## src/rtl/riscv_fetch_pkg.sv

```systemverilog
// Shared types and constants for the instruction fetch path.
package riscv_fetch_pkg;

    localparam int unsigned ADDR_W  = 8;
    localparam int unsigned INSTR_W = 32;

    localparam logic [INSTR_W-1:0] NOP_INSTR = 32'h00000013;

    typedef struct packed {
        logic [ADDR_W-1:0]  pc;
        logic [INSTR_W-1:0] word;
    } fetch_entry_t;

    // Value every FIFO slot holds out of reset, so an empty head reads as a NOP at PC 0.
    function automatic fetch_entry_t reset_entry();
        fetch_entry_t e;
        e.pc   = '0;
        e.word = NOP_INSTR;
        return e;
    endfunction

endpackage

```

## src/rtl/fetch_fifo.sv

```systemverilog
// Prefetch FIFO of fetch_entry_t; head is read straight from the storage registers.
module fetch_fifo
    import riscv_fetch_pkg::*;
#(
    parameter int unsigned DEPTH = 2
) (
    input  logic                     clk,
    input  logic                     rst,
    input  logic                     push,
    input  logic                     pop,
    input  logic                     flush,
    input  fetch_entry_t             din,
    output fetch_entry_t             dout,
    output logic [$clog2(DEPTH):0]   count,
    output logic                     empty,
    output logic                     full
);

    localparam int unsigned PTR_W = $clog2(DEPTH);
    localparam int unsigned CNT_W = PTR_W + 1;

    fetch_entry_t     r_mem [DEPTH];
    logic [PTR_W-1:0] r_wr_ptr;
    logic [PTR_W-1:0] r_rd_ptr;
    logic [CNT_W-1:0] r_count;
    logic             w_wr_en;
    logic             w_rd_en;

    always_comb begin
        empty   = (r_count == '0);
        full    = (r_count == CNT_W'(DEPTH));
        w_rd_en = pop & ~empty;
        // A push into a full FIFO is only legal when the head leaves in the same cycle.
        w_wr_en = push & (~full | w_rd_en);
        dout    = r_mem[r_rd_ptr];
        count   = r_count;
    end

    always_ff @(posedge clk) begin
        if (rst) begin
            for (int i = 0; i < int'(DEPTH); i++) begin
                r_mem[i] <= reset_entry();
            end
        end else if (w_wr_en && !flush) begin
            r_mem[r_wr_ptr] <= din;
        end
    end

    always_ff @(posedge clk) begin
        if (rst || flush) begin
            r_wr_ptr <= '0;
            r_rd_ptr <= '0;
            r_count  <= '0;
        end else begin
            if (w_wr_en) begin
                r_wr_ptr <= r_wr_ptr + PTR_W'(1);
            end
            if (w_rd_en) begin
                r_rd_ptr <= r_rd_ptr + PTR_W'(1);
            end
            if (w_wr_en && !w_rd_en) begin
                r_count <= r_count + CNT_W'(1);
            end else if (!w_wr_en && w_rd_en) begin
                r_count <= r_count - CNT_W'(1);
            end
        end
    end

endmodule

```

## src/rtl/instr_fetch_unit.sv

```systemverilog
// Fetch initiator: owns the PC, reads the zero-latency ROM and buffers {pc, word} for decode.
module instr_fetch_unit
    import riscv_fetch_pkg::*;
#(
    parameter logic [ADDR_W-1:0] RESET_PC = 8'd0,
    parameter int unsigned       PC_STEP  = 16,
    parameter int unsigned       DEPTH    = 2
) (
    input  logic                     clk,
    input  logic                     rst,
    output logic [ADDR_W-1:0]        imem_addr,
    input  logic [INSTR_W-1:0]       imem_word,
    input  logic                     halt,
    input  logic                     redirect_valid,
    input  logic [ADDR_W-1:0]        redirect_pc,
    output logic                     instr_valid,
    input  logic                     instr_ready,
    output logic [INSTR_W-1:0]       instr,
    output logic [ADDR_W-1:0]        instr_pc,
    output logic [$clog2(DEPTH):0]   fifo_count
);

    logic [ADDR_W-1:0] r_pc;
    logic              w_pop;
    logic              w_push;
    logic              w_full;
    logic              w_empty;
    fetch_entry_t      w_din;
    fetch_entry_t      w_dout;

    always_comb begin
        imem_addr   = r_pc;
        w_din.pc    = r_pc;
        w_din.word  = imem_word;
        instr_valid = ~w_empty;
        w_pop       = ~w_empty & instr_ready;
        // A redirect cycle never fetches: the word at the old PC is already stale.
        w_push      = ~halt & ~redirect_valid & (~w_full | w_pop);
        instr       = w_dout.word;
        instr_pc    = w_dout.pc;
    end

    always_ff @(posedge clk) begin
        if (rst) begin
            r_pc <= RESET_PC;
        end else if (redirect_valid) begin
            r_pc <= redirect_pc;
        end else if (w_push) begin
            r_pc <= r_pc + ADDR_W'(PC_STEP);
        end
    end

    fetch_fifo #(
        .DEPTH (DEPTH)
    ) u_fetch_fifo (
        .clk   (clk),
        .rst   (rst),
        .push  (w_push),
        .pop   (w_pop),
        .flush (redirect_valid),
        .din   (w_din),
        .dout  (w_dout),
        .count (fifo_count),
        .empty (w_empty),
        .full  (w_full)
    );

endmodule

```

## config.mk

```make
export PLATFORM = sky130hd
export DESIGN_NAME = instr_fetch_unit
export DESIGN_NICKNAME = d
export VERILOG_FILES = /design/src/rtl/riscv_fetch_pkg.sv /design/src/rtl/fetch_fifo.sv /design/src/rtl/instr_fetch_unit.sv
export SDC_FILE = /design/constraint.sdc
export NUM_CORES = 1
export LEC_CHECK = 0
export CAP_MARGIN = 20
export CORE_MARGIN = 8
export CORE_UTILIZATION = 40
export DETAILED_ROUTE_END_ITERATION = 12
export PLACE_DENSITY_LB_ADDON = 0.08
export SLEW_MARGIN = 5
export SYNTH_ARGS = -nofsm -noshare
export SYNTH_HDL_FRONTEND = slang
export SYNTH_HIERARCHICAL = 1
export SYNTH_SLANG_ARGS = --single-unit
export TNS_END_PERCENT = 100
```

## constraint.sdc

```tcl
create_clock -name clk -period 6.1 [get_ports clk]
set_input_delay 1.83 -clock clk [delete_from_list [all_inputs] [get_ports clk]]
set_output_delay 1.83 -clock clk [all_outputs]
set_load 0.05 [all_outputs]
```

==> flow_metrics.env, run 1 <==
export IMPL_synth_nets=328
export IMPL_finalClockSkew_ns=0.00897
export IMPL_power_mw=1.38
export IMPL_ant_nets=0
export IMPL_async_reset_ff_share_pct=0
export IMPL_areaGrowthSynthToFinish_pct=32.5
export IMPL_post_cts_buffers=0
export IMPL_rrSetupSlack_ns=3.41
export IMPL_grt_pass1_wl_microns=13200
export IMPL_path_cells="clkdlybuf4s50_1 -> a211oi_4 -> and4bb_2 -> or2_2"
export IMPL_fmax_mhz=227
export IMPL_post_route_worst_setup_slack_ns=1.70
export IMPL_ctsResizeCount=0
export IMPL_routed_wl_microns=8600
export IMPL_post_route_cell_area_sq_mm=0.00541
export IMPL_drc_errors=0
export IMPL_clockBufferDepth=2
export IMPL_grt_setup_unrepaired="no"
export IMPL_io_buffers=95
export IMPL_rows=37
export IMPL_cts_tree="yes"
export IMPL_die_x_microns=117
export IMPL_synth_edff_count=80
export IMPL_worst_path_buf_inv=1
export IMPL_drt_iter0_markers=77
export IMPL_yosys_area_top_type="edfxtp_1"
export IMPL_hold_path_class="flop to flop"
export IMPL_htreeDepth=3
export IMPL_synth_cells=281
export IMPL_dieHeight_microns=117
export IMPL_cp_slowest_cell="or2_2"
export IMPL_syn_area_sq_mm=0.00408
export IMPL_regToRegEndpoint="u_fetch_fifo/r_mem[0][29]$_SDFFCE_PN0P_"
export IMPL_synth_area_leaders="edfxtp_1 (59%), mux2_2 (11%), and2_1 (10%), dfxtp_1 (6.4%), and2_2 (1.3%)"
export IMPL_via_count=2443
export IMPL_path_class="input pin to flop"
export IMPL_min_to="imem_addr[1]$_SDFFE_PP0P_"
export IMPL_place_ws_ns=1.29
export IMPL_p_leak_nw=1.98
export IMPL_worstPathRequired_ns=6.07
export IMPL_start_util_pct=40.4
export IMPL_maxSlewViolCount=0
export IMPL_ctsHoldBuffers=0
export IMPL_hold_path_cell_count=2
export IMPL_drv_cap=0
export IMPL_drive_gt1_share_pct=19.5
export IMPL_cp_start_kind="input pin"
export IMPL_synth_most_common_cell="edfxtp_1"
export IMPL_clkTransAtPathRegs_ns=0.09
export IMPL_crit_fanout=40
export IMPL_timing_slew_headroom_pct=29.3
export IMPL_tightest_slew_ns=1.06
export IMPL_period_share_pct=72.2
export IMPL_fin_tns_setup_ns=0
export IMPL_design_core_area_sq_mm=0.0101
export IMPL_worstHoldStart="imem_addr[1]$_SDFFE_PP0P_"
export IMPL_cpPeakStageDelay_ns=0.81
export IMPL_die_area_sq_mm=0.0137
export IMPL_ys_ff_latch=93
export IMPL_yosysSeqAreaShare_pct=65.3
export IMPL_yosysWarningCount=6
export IMPL_pwr_density_cell_mw_per_mm2=255
export IMPL_cts_sinks=93
export IMPL_boundaryPins=96
export IMPL_grt_usage_pct=12.9
export IMPL_ys_top_cells_by_count="edfxtp_1 (80), and2_1 (67), mux2_2 (40)"
export IMPL_viasPerCell=4.73
export IMPL_critPathCaptureType="flop"
export IMPL_irDropWorstVdd_mv=0.101
export IMPL_place_hpwl_microns=5370
export IMPL_synthFlopType="edfxtp_1"
export IMPL_placed_area_sq_mm=0.00516
export IMPL_critPathLaunch="redirect_valid"
export IMPL_period_needed_ns=4.40
export IMPL_setup_violations=0
export IMPL_dr_pass1_iters=5
export IMPL_crit_family="simple AND/OR/NAND/NOR gates"
export IMPL_reg2reg_depth=5
export IMPL_r2r_start="u_fetch_fifo/count[0]$_SDFFE_PP0P_"
export IMPL_grt_overflow_total=0
export IMPL_cts_buffers=9
export IMPL_grt_max_degree=42
export IMPL_gp_congestion=0.705
export IMPL_clock_latency_ns=0.35
export IMPL_antenna_found_initial=0
export IMPL_ys_types=39
export IMPL_fill_cells=889
export IMPL_synth_top_cell_area_share_pct=58.9
export IMPL_root_buffer="clkbuf_8"
export IMPL_grt_pass1_vias=2555
export IMPL_wire_per_inst_microns=16.7
export IMPL_postSynthAreaPerCell_sq_um=14.5
export IMPL_hold_viol_final=0
export IMPL_stdcell_count=516
export IMPL_critPathArrivalTime_ns=4.38
export IMPL_nets=422
export IMPL_status="finished clean"
export IMPL_placed_cells=500
export IMPL_n_antenna_cell=0
[worst max path at each step]
stage                                                    endpoint  slack (ns)  depth (start not counted)
after global routing      u_fetch_fifo/r_mem[1][16]$_SDFFCE_PN0P_        1.54                          4
after floorplan            u_fetch_fifo/r_mem[0][0]$_SDFFCE_PN1P_        2.34                          5
after detailed placement   u_fetch_fifo/r_mem[0][7]$_SDFFCE_PN0P_        1.29                          4
final                     u_fetch_fifo/r_mem[0][29]$_SDFFCE_PN0P_        1.70                          4
after CTS                                             instr_pc[5]        1.62                          2
after global placement     u_fetch_fifo/r_mem[0][7]$_SDFFCE_PN0P_        1.34                          4
[per-stage QoR]
stage / hold slack, ns / util, %
6_report: 0.546 / 53.6
5_1_grt: 0.578 / 53.6
3_5_place_dp: 0.530 / 51.2
2_1_floorplan: 0.520 / -
4_1_cts: 0.547 / 53.6
3_3_place_gp: 0.532 / 51.2
[routing by layer]
layer / part of all wire (%) / vias to the layer above / track usage, %
met1: 45 / 1184 / 15.5
met5: 0 / - / 0
met4: 0.97 / 0 / 4.69
li1: - / 1182 / -
met3: 6.1 / 8 / 4.31
met2: 48 / 69 / 21.3
[cell families (layout without fill, tap and decap cells)]
family,Yosys count,count (layout),synth area share [%]
AO/OA/AOI/OAI,11,11,2.27
XOR/XNOR,4,4,0.859
adder cells (fa/ha/maj),2,2,0.613
buffers and inverters,18,117,1.81
flip-flops,93,93,65.3
multiplexers,45,45,12.3
AND/OR/NAND/NOR,108,108,16.9
[cells in the final DEF, fill, tap and decap left out, types with 3 or more instances in the layout]
| cell | instances |
|---|---|
| or2b_1 | 3 |
| edfxtp_1 | 80 |
| mux2i_1 | 5 |
| and2_2 | 7 |
| nand2_1 | 3 |
| clkbuf_8 | 9 |
| inv_1 | 3 |
| dfxtp_1 | 12 |
| nand2b_1 | 3 |
| clkbuf_16 | 3 |
| clkdlybuf4s50_1 | 95 |
| mux2_2 | 40 |
| nor3_1 | 3 |
| xor2_1 | 3 |
| and2_1 | 67 |
| nor2_1 | 8 |
[layout make-up]
| type | instances | area [sq um] | share of cell area (%) |
|---|---|---|---|
| clock buffer | 14 | 206 | 3.82 |
| clock inverter | 2 | 35.0 | 0.648 |
| inverter | 4 | 15.0 | 0.278 |
| multi-input combinational | 170 | 1350 | 25.0 |
| sequential | 93 | 2660 | 49.3 |
| tap | 136 | 170 | 3.15 |
| timing repair buffer | 97 | 966 | 17.9 |
[worst reg2reg max path, stage by stage, from the launching register on]
cell      delay, ns
dfxtp_1        0.48
nor2_1         0.09
nand2b_4       0.16
a211oi_4       0.45
and4bb_2       0.30
or2_2          0.81
[power breakdown]
| group | switching [mW] | internal, mW | leakage (nW) | total (mW) |
|---|---|---|---|---|
| Combinational | 0.106 | 0.0742 | 0.939 | 0.181 |
| Sequential | 0.0108 | 0.715 | 0.917 | 0.726 |
| Clock | 0.207 | 0.264 | 0.122 | 0.471 |
| Total | 0.324 | 1.05 | 1.98 | 1.38 |
[sequential cells by signal, indices dropped and copies added (netlist names), named ones only]
register               flops
u_fetch_fifo/r_mem        80
imem_addr                  8
u_fetch_fifo/count         2
u_fetch_fifo/r_rd_ptr      1
u_fetch_fifo/r_wr_ptr      1
(Power assumes the default switching activity.)
==> run 2, diff against run 1 <==
==> constraint.sdc (replaced) <==
create_clock -name clk -period 4.5 [get_ports clk]
set_input_delay 1.35 -clock clk [delete_from_list [all_inputs] [get_ports clk]]
set_output_delay 1.35 -clock clk [all_outputs]
set_load 0.05 [all_outputs]
==> run 2 against run 1 <==
  * First-iteration DRC count shrank 14%
  * Clock-buffer cell count shrank 1
  * Utilization grew 0.64 points
  * Non-clock buffer count grew 8
  * Cell count grew 1.6%
  * Register-to-register slack lost 1.4 ns
  * Worst setup slack lost 1.0 ns
  * Flip-flop and latch count is the same
  * Critical path depth shrank 1
  * Design area grew 1.2%
  * Sequential power grew 35%
  * Critical path type is now flop to output pin
  * Largest power group unchanged
==> flow_metrics.env, run 2 (synthesized netlist as in run 1, its figures left out) <==
export IMPL_n_antenna_cell=0
export IMPL_regToRegEndpoint="u_fetch_fifo/r_mem[0][11]$_SDFFCE_PN0P_"
export IMPL_rrSetupSlack_ns=2.04
export IMPL_drt_iter0_markers=66
export IMPL_place_ws_ns=0.799
export IMPL_post_cts_buffers=0
export IMPL_status="finished clean"
export IMPL_drv_cap=0
export IMPL_cp_slowest_cell="dfxtp_2"
export IMPL_post_route_cell_area_sq_mm=0.00547
export IMPL_setup_violations=0
export IMPL_maxSlewViolCount=0
export IMPL_grt_overflow_total=0
export IMPL_hold_path_class="flop to flop"
export IMPL_clkTransAtPathRegs_ns=0.09
export IMPL_place_hpwl_microns=5830
export IMPL_stdcell_count=524
export IMPL_dieHeight_microns=117
export IMPL_hold_path_cell_count=2
export IMPL_areaGrowthSynthToFinish_pct=34.1
export IMPL_drc_errors=0
export IMPL_grt_usage_pct=12.9
export IMPL_most_common_layout_cells="clkdlybuf4s50_1 (95), edfxtp_1 (80), and2_1 (67), mux2_2 (40), dfxtp_1 (12)"
export IMPL_ctsResizeCount=0
export IMPL_design_core_area_sq_mm=0.0101
export IMPL_tightest_slew_ns=0.574
export IMPL_period_share_pct=85.2
export IMPL_cpPeakStageDelay_ns=0.70
export IMPL_cts_buffers=9
export IMPL_worstHoldStart="imem_addr[0]$_SDFFE_PP0P_"
export IMPL_largest_reg_flops=80
export IMPL_die_x_microns=117
export IMPL_drive_gt1_share_pct=21.1
export IMPL_reg2reg_depth=6
export IMPL_post_route_worst_setup_slack_ns=0.667
export IMPL_layout_commonest_cell="clkdlybuf4s50_1"
export IMPL_crit_family="buffers and inverters"
export IMPL_die_area_sq_mm=0.0137
export IMPL_placed_area_sq_mm=0.00525
export IMPL_htreeDepth=3
export IMPL_timing_slew_headroom_pct=61.7
export IMPL_grt_setup_unrepaired="no"
export IMPL_root_buffer="clkbuf_8"
export IMPL_fin_tns_setup_ns=0
export IMPL_grt_max_degree=39
export IMPL_cp_start_kind="flop"
export IMPL_via_count=2461
export IMPL_wire_per_inst_microns=16.3
export IMPL_pwr_density_cell_mw_per_mm2=335
export IMPL_io_buffers=95
export IMPL_grt_pass1_vias=2658
export IMPL_nets=430
export IMPL_worst_path_buf_inv=2
export IMPL_rows=37
export IMPL_cts_tree="yes"
export IMPL_routed_wl_microns=8540
export IMPL_top_register="u_fetch_fifo/r_mem"
export IMPL_start_util_pct=40.4
export IMPL_hold_worst_slack_ns=0.548
export IMPL_grt_pass1_wl_microns=13200
export IMPL_clock_latency_ns=0.35
export IMPL_period_needed_ns=3.83
export IMPL_crit_fanout=22
export IMPL_path_cells="buf_4 -> mux2_2 -> clkdlybuf4s50_1"
export IMPL_cts_sinks=93
export IMPL_hold_viol_final=0
export IMPL_finalClockSkew_ns=0.00941
export IMPL_ctsHoldBuffers=0
export IMPL_critPathCaptureType="output pin"
export IMPL_gp_congestion=0.717
export IMPL_min_to="imem_addr[0]$_SDFFE_PP0P_"
export IMPL_dr_pass1_iters=4
export IMPL_irDropWorstVdd_mv=0.146
export IMPL_path_class="flop to output pin"
export IMPL_ant_nets=0
export IMPL_p_leak_nw=2.02
export IMPL_viasPerCell=4.70
export IMPL_fmax_mhz=261
export IMPL_clockBufferDepth=2
export IMPL_worstPathRequired_ns=3.15
export IMPL_r2r_start="u_fetch_fifo/count[0]$_SDFFE_PP0P_"
export IMPL_placed_cells=508
export IMPL_boundaryPins=96
export IMPL_antenna_found_initial=0
export IMPL_critPathArrivalTime_ns=2.48
==> run 2: changes by cell type in the layout (fill, tap and decap cells not counted), sizes merged <==
cell	before	now
buf	2	10
clkbuf	14	13
clkinv	1	2
==> run 2: worst max-delay path by stage <==
stage	slack, ns	end	from	cells past startpoint
6_report	0.67	instr[30]	flop	3
5_1_grt	0.55	instr[31]	flop	3
4_1_cts	0.59	instr[30]	flop	3
3_5_place_dp	0.80	u_fetch_fifo/r_mem[0][14]$_SDFFCE_PN0P_	instr_ready	6
3_3_place_gp	0.83	u_fetch_fifo/r_mem[0][14]$_SDFFCE_PN0P_	instr_ready	6
2_1_floorplan	1.22	u_fetch_fifo/r_mem[0][0]$_SDFFCE_PN1P_	instr_ready	5
==> run 2: metrics by stage <==
step | util (%) | power, mW
2_1_floorplan | - | 1.14
3_3_place_gp | 52.0 | 1.26
3_5_place_dp | 52.0 | 1.26
4_1_cts | 54.2 | 1.86
5_1_grt | 54.2 | 1.90
6_report | 54.2 | 1.83
==> run 2: cell type report <==
class / count / area [sq um]
multi-input combinational: 170 / 1350
clock inverter: 3 / 40.0
sequential: 93 / 2660
timing repair buffer: 105 / 1050
inverter: 4 / 15.0
tap: 136 / 170
fill: 901 / 4620
clock buffer: 13 / 181
==> run 2: worst min-delay path, cell delays in order, from the launching register on <==
cell and delay, ns:
dfxtp_1 0.34, mux2i_1 0.12, nor2_1 0.05
==> run 2: power by group <==
group / switching, mW / internal (mW) / total (mW)
clock network: 0.278 / 0.323 / 0.602
registers: 0.0149 / 0.969 / 0.983
logic: 0.143 / 0.106 / 0.250
==> run 2: per-layer routing <==
metal / up-vias / track usage (%) / wire length, microns
li1: 1196 / - / -
met1: 1190 / 15.6 / 3850
met2: 64 / 21.3 / 4100
met3: 11 / 3.08 / 476
met4: 0 / 5.89 / 115
met5: - / 0 / 0
==> run 3, diff against run 2 <==
--- a/config.mk
+++ b/config.mk
@@ -5,11 +5,12 @@
 export SDC_FILE = /design/constraint.sdc
 export NUM_CORES = 1
 export LEC_CHECK = 0
-export CAP_MARGIN = 20
 export CORE_MARGIN = 8
 export CORE_UTILIZATION = 40
+export CTS_CLUSTER_DIAMETER = 30
 export DETAILED_ROUTE_END_ITERATION = 12
 export PLACE_DENSITY_LB_ADDON = 0.08
+export SETUP_SLACK_MARGIN = 0.1
 export SLEW_MARGIN = 5
 export SYNTH_ARGS = -nofsm -noshare
 export SYNTH_HDL_FRONTEND = slang
==> results of run 3 <==
Final layout, timing and power as in run 2 (identical DEF).
